==> config.mk <==
export PLATFORM = sky130hd
export DESIGN_NAME = mem_access_ctrl
export DESIGN_NICKNAME = d
export VERILOG_FILES = /design/src/rtl/mem_access_ctrl.sv
export SDC_FILE = /design/constraint.sdc
export NUM_CORES = 1
export LEC_CHECK = 0
export ABC_CLOCK_PERIOD_IN_PS = 2000
export BUFFER_PORTS_ARGS = -buffer_cell sky130_fd_sc_hd__buf_2
export CAP_MARGIN = 10
export CELL_PAD_IN_SITES_DETAIL_PLACEMENT = 1
export CELL_PAD_IN_SITES_GLOBAL_PLACEMENT = 2
export CORE_ASPECT_RATIO = 1.4
export CORE_MARGIN = 10
export CORE_UTILIZATION = 29
export DETAILED_ROUTE_END_ITERATION = 16
export GPL_TIMING_DRIVEN = 0
export HOLD_SLACK_MARGIN = 0.1
export PLACE_DENSITY_LB_ADDON = 0.1
export SLEW_MARGIN = 20
export SYNTH_ARGS = -nofsm -noshare
export SYNTH_HDL_FRONTEND = slang
export SYNTH_SLANG_ARGS = --single-unit
==> constraint.sdc <==
create_clock -name clk -period 2 [get_ports clk]
set_input_delay 0.2 -clock clk [delete_from_list [all_inputs] [get_ports clk]]
set_output_delay 0.2 -clock clk [all_outputs]
set_load 0.01 [all_outputs]
==> src/rtl/mem_access_ctrl.sv <==
// Single-outstanding load/store front end for the data memory.
// Partial-byte stores are done as read-modify-write over the memory read latency.
module mem_access_ctrl #(
    parameter int N       = 256,
    parameter int M       = 32,
    parameter int LATENCY = 2
) (
    input  logic                   clk,
    input  logic                   rstn,
    input  logic                   req_valid,
    output logic                   req_ready,
    input  logic                   req_we,
    input  logic [$clog2(N)-1:0]   req_addr,
    input  logic [M-1:0]           req_wdata,
    input  logic [M/8-1:0]         req_be,
    output logic                   rsp_valid,
    output logic [M-1:0]           rsp_rdata,
    output logic                   mem_we,
    output logic [$clog2(N)-1:0]   mem_waddr,
    output logic [M-1:0]           mem_wdata,
    output logic                   mem_re,
    output logic [$clog2(N)-1:0]   mem_raddr,
    input  logic [M-1:0]           mem_rdata
);

    localparam int AW = $clog2(N);
    localparam int BE = M / 8;
    localparam int CW = (LATENCY > 1) ? $clog2(LATENCY) : 1;

    typedef enum logic [1:0] {
        IDLE   = 2'd0,
        READ   = 2'd1,
        RMW_RD = 2'd2,
        WRITE  = 2'd3
    } state_t;

    state_t          state_q, state_d;
    logic [CW-1:0]   cnt_q, cnt_d;
    logic [AW-1:0]   addr_q, addr_d;
    logic [M-1:0]    wdata_q, wdata_d;
    logic [BE-1:0]   be_q, be_d;
    logic            rsp_valid_q, rsp_valid_d;
    logic [M-1:0]    rsp_rdata_q, rsp_rdata_d;
    logic [M-1:0]    merged;

    always_ff @(posedge clk or negedge rstn) begin
        if (!rstn) begin
            state_q     <= IDLE;
            cnt_q       <= '0;
            addr_q      <= '0;
            wdata_q     <= '0;
            be_q        <= '0;
            rsp_valid_q <= 1'b0;
            rsp_rdata_q <= '0;
        end else begin
            state_q     <= state_d;
            cnt_q       <= cnt_d;
            addr_q      <= addr_d;
            wdata_q     <= wdata_d;
            be_q        <= be_d;
            rsp_valid_q <= rsp_valid_d;
            rsp_rdata_q <= rsp_rdata_d;
        end
    end

    // Lanes with an enable take the store data, the rest keep the old word.
    always_comb begin
        merged = '0;
        for (int i = 0; i < BE; i++) begin
            merged[8*i +: 8] = be_q[i] ? wdata_q[8*i +: 8]
                                       : mem_rdata[8*i +: 8];
        end
    end

    always_comb begin
        state_d     = state_q;
        cnt_d       = cnt_q;
        addr_d      = addr_q;
        wdata_d     = wdata_q;
        be_d        = be_q;
        rsp_valid_d = 1'b0;
        rsp_rdata_d = rsp_rdata_q;
        unique case (state_q)
            IDLE: begin
                if (req_valid) begin
                    addr_d  = req_addr;
                    wdata_d = req_wdata;
                    be_d    = req_be;
                    cnt_d   = CW'(LATENCY - 1);
                    if (!req_we) begin
                        state_d = READ;
                    end else if (req_be == '1 || req_be == '0) begin
                        state_d = WRITE;
                    end else begin
                        state_d = RMW_RD;
                    end
                end
            end
            READ: begin
                if (cnt_q == '0) begin
                    state_d     = IDLE;
                    rsp_valid_d = 1'b1;
                    rsp_rdata_d = mem_rdata;
                end else begin
                    cnt_d = cnt_q - CW'(1);
                end
            end
            RMW_RD: begin
                if (cnt_q == '0) begin
                    state_d = WRITE;
                    wdata_d = merged;
                    be_d    = '1;
                end else begin
                    cnt_d = cnt_q - CW'(1);
                end
            end
            WRITE: begin
                state_d     = IDLE;
                rsp_valid_d = 1'b1;
                rsp_rdata_d = '0;
            end
            default: state_d = IDLE;
        endcase
    end

    // A zero byte-enable store passes through WRITE without touching memory.
    always_comb begin
        req_ready = (state_q == IDLE) && rstn;
        mem_re    = rstn && (state_q == READ || state_q == RMW_RD);
        mem_we    = rstn && (state_q == WRITE) && (be_q != '0);
        mem_raddr = addr_q;
        mem_waddr = addr_q;
        mem_wdata = wdata_q;
        rsp_valid = rsp_valid_q;
        rsp_rdata = rsp_rdata_q;
    end

endmodule

==> implementation parameters <==
Parameter                              Value

Run status
  Outcome ... finished clean

Run
  Maximum capacitance violations ... 0

Layout
  Final Util ... 43.0%
  Non-filler cells in the finished layout ... 653
  Most used cells in the layout excluding fill and tap cells ... sky130_fd_sc_hd__buf_2 (170), sky130_fd_sc_hd__dfrtp_1 (80), sky130_fd_sc_hd__mux2i_1 (34)
  Synthesis-to-finish area growth ... 44.5%
  Most common library cell in the layout ignoring fill and taps ... sky130_fd_sc_hd__buf_2
  Post-layout nets ... 585
  Antenna fix cells ... 0
  Proportion of layout cells with a drive suffix above 1 ... 44.5%

STA
  Transition time of the tightest slew-check pin ... 618 ps
  Post-route setup slack ... 170 ps
  Worst hold slack ... 108 ps
  Final Hold Violating Endpoints ... 0
  Post-layout minimum cycle time ... 1830 ps
  Upper clock frequency limit ... 546 MHz
  Clock tree skew after final layout ... 8.46 ps
  Relative slew slack ... 58.5%
  Setup total negative slack ... 0 ps
  Setup violators final ... 0
  Slew Limit Fails ... 0
  Final worst path period share ... 91.5%
  RSZ-0062 raised after global routing ... no

Placement
  I/O Buffers ... 163
  Placed wire-length estimate after detailed placement ... 10000 um
  Placed instance count ... 607
  Final GP Congestion ... 0.739
  Setup slack at placement ... 122 ps

Synthesis
  Post-synthesis async set-or-reset flop share ... 100%
  Number of nets in the synthesized netlist ... 379
  Number of enable flip-flop cells after synthesis ... 0
  Warnings, synthesis ... 0
  Flip-flop and latch count after synthesis ... 80
  Post-synthesis sequential area ratio ... 54.1%
  Cell type contributing the most total cell area after synthesis ... sky130_fd_sc_hd__dfrtp_1
  Synth Flop Type ... sky130_fd_sc_hd__dfrtp_1
  Post-synthesis instance area ... 3700 um^2
  Number of instances in the synthesized netlist ... 293
  Share of the synthesized area in the top cell type ... 54.1%
  Unique cell type count in the Yosys netlist ... 30
  Avg Synthesized Cell Area ... 12.6 um^2
  Synth top area cells ... sky130_fd_sc_hd__dfrtp_1 (54%), sky130_fd_sc_hd__mux2i_1 (9.2%), sky130_fd_sc_hd__a22o_1 (7.6%)

Power
  Leak Pwr ... 2.56 nW
  Part of the total power dissipated in combinational logic ... 50.4%
  Power share of the sequential group ... 31.3%
  Clock network power share ... 18.3%
  Cell internal power dissipation ... 5.44 mW
  Pwr dens ... 1680 nW/um^2
  Net load switching power ... 3.55 mW
  Switching share of power ... 39.5%
  VDD IR max ... 0.543 mV

Clock network
  Clock slew at the register clock pins of the worst setup and hold paths ... 60 ps
  Clock sink total ... 80
  Resized cells post-CTS ... 0
  Cell chosen for the clock root ... sky130_fd_sc_hd__clkbuf_16
  Number of setup buffers added after CTS ... 0
  Inserted Clock Buffers ... 9
  Latest clock arrival within the worst-skew pair ... 340 ps
  TritonCTS clock tree ... done
  Number of buffers between clock root and the deepest sink ... 2
  CTS H-tree lvls ... 3

Setup path
  Req. time, crit path ... 2210 ps
  Data arrival, critical path ... 2040 ps
  R2r startpoint ... state_q[0]
  Register-to-register setup slack ... 170 ps
  Critical path peak fanout ... 10
  Kind of start point of the critical path ... flop
  Classification of the worst setup path ... flop to flop
  Worst setup startpoint ... state_q[0]
  Type of destination of the critical path ... flop

GRT
  Global routing usage on met3 ... 4.91%
  Top Usage Layer GRT ... met2
  Wire length of the first global-routing pass ... 20800 um
  Number of antenna violations at the first check in global routing ... 0
  Final global-route overflow total ... 0
  Largest net degree at the start of global routing ... 51
  Global routing met2 resource utilization ... 26.7%
  GRT Util Overall ... 15.3%
  Grt met1 use ... 16.8%
  Number of global-route vias before repair ... 3640

Floorplan
  I/O pin cnt ... 164
  Floorplan die width ... 115 um
  Overall die height ... 154 um
  Cell row count ... 48
  Die area ... 17700 um^2
  Initial core utilization ... 29.8%
  Core ar. ... 12400 um^2

Drt
  Final antenna-violating net count ... 0
  Initial detailed-routing violation count ... 62
  Routed wire length per instance ... 20.6 um
  DRC viols ... 0
  Detail-routed via count per cell ... 4.91
  DRT Wirelength ... 13400 um
  Via Count ... 3206
  Detailed-routing iteration count for the pre-antenna-repair pass ... 4

Hold path
  Critical hold path startpoint ... mem_rdata[30]
  Class of the tightest hold or removal check ... input pin to flop
-- final timing paths --
check	endpoint	cells past startpoint
setup / recovery	mem_wdata[21]	8
hold / removal	rsp_rdata[30]	2
setup reg to reg	mem_wdata[21]	8
hold reg to reg	rsp_rdata[4]	1
max in group asynchronous	rsp_rdata[29]	3
min in group asynchronous	state_q[0]	3
-- cells by family (layout without fill, tap and decap cells) --
logic type / Yosys count / after routing / share of synthesized area, %
mux: 44 / 44 / 12.3
buf+inv: 35 / 245 / 7.78
flops: 80 / 80 / 54.1
simple gates: 14 / 14 / 2.10
compound gates: 114 / 114 / 21.6
fa+ha+maj: 6 / 6 / 2.03
-- worst max-delay path: stages, from the launching register on --
cell                      delay [ps]
sky130_fd_sc_hd__dfrtp_1         430
sky130_fd_sc_hd__inv_1           110
sky130_fd_sc_hd__ha_1            200
sky130_fd_sc_hd__buf_2           180
sky130_fd_sc_hd__mux2_4          290
sky130_fd_sc_hd__buf_6           150
sky130_fd_sc_hd__buf_6           160
sky130_fd_sc_hd__a21oi_1         130
sky130_fd_sc_hd__a31oi_1          60
-- cell type report --
cell class                 count  area [um^2]
fill                        1410         7090
sequential                    80         2000
multi-input combinational    178         1410
timing repair buffer         196         1180
buffer                        31          269
clock buffer                  12          246
tap                          150          188
clock inverter                 3         42.5
inverter                       3         11.3
-- synthesized netlist by cell type, types with 2 or more instances --
cell type / n
sky130_fd_sc_hd__dfrtp_1: 80
sky130_fd_sc_hd__mux2i_1: 34
sky130_fd_sc_hd__a22o_1: 32
sky130_fd_sc_hd__a31oi_1: 32
sky130_fd_sc_hd__a21oi_1: 29
sky130_fd_sc_hd__buf_6: 15
sky130_fd_sc_hd__buf_4: 9
sky130_fd_sc_hd__buf_2: 8
sky130_fd_sc_hd__mux2_2: 8
sky130_fd_sc_hd__o22a_1: 8
sky130_fd_sc_hd__ha_1: 6
sky130_fd_sc_hd__a21oi_2: 4
sky130_fd_sc_hd__inv_1: 3
sky130_fd_sc_hd__nor2_1: 3
sky130_fd_sc_hd__o21ai_1: 3
sky130_fd_sc_hd__and2_1: 2
sky130_fd_sc_hd__nand2_1: 2
sky130_fd_sc_hd__nand2b_1: 2
sky130_fd_sc_hd__o21ai_0: 2
-- routing by layer --
metal  vias to the layer above  share of wire [%]
met4                         0                1.7
met1                      1570                 40
met3                        14                7.7
met5                         -                  0
li1                       1517                  -
met2                       105                 51
-- flip-flops by register name, summed over array words and instances (netlist names) --
| name | flops |
|---|---|
| state_q | 2 |
| rsp_rdata | 32 |
| be_q | 4 |
| mem_wdata | 32 |
| mem_raddr | 8 |
| rsp_valid | 1 |
| cnt_q | 1 |
-- metrics by stage --
stage	total power, mW	area, um^2
2_1_floorplan	5.66	3700
3_3_place_gp	7.32	4700
3_5_place_dp	7.46	4730
4_1_cts	9.21	5350
5_1_grt	9.72	5340
6_report	8.99	5340
-- repair_timing --
| action | in CTS | in global routing |
|---|---|---|
| hold buffers | 32 | 0 |
| endpoints found under the hold margin | 62 | 0 |
| endpoints found under the setup margin | 0 | 1 |
-- power by group through the flow --
stage | clock network, mW | logic, mW | registers (mW)
5_1_grt | 1.76 | 5.05 | 2.91
4_1_cts | 1.69 | 4.69 | 2.82
3_3_place_gp | 0 | 4.53 | 2.80
3_5_place_dp | 0 | 4.62 | 2.83
2_1_floorplan | 0 | 2.56 | 3.10
6_report | 1.64 | 4.54 | 2.81
Power figures use the tool's default switching activity.
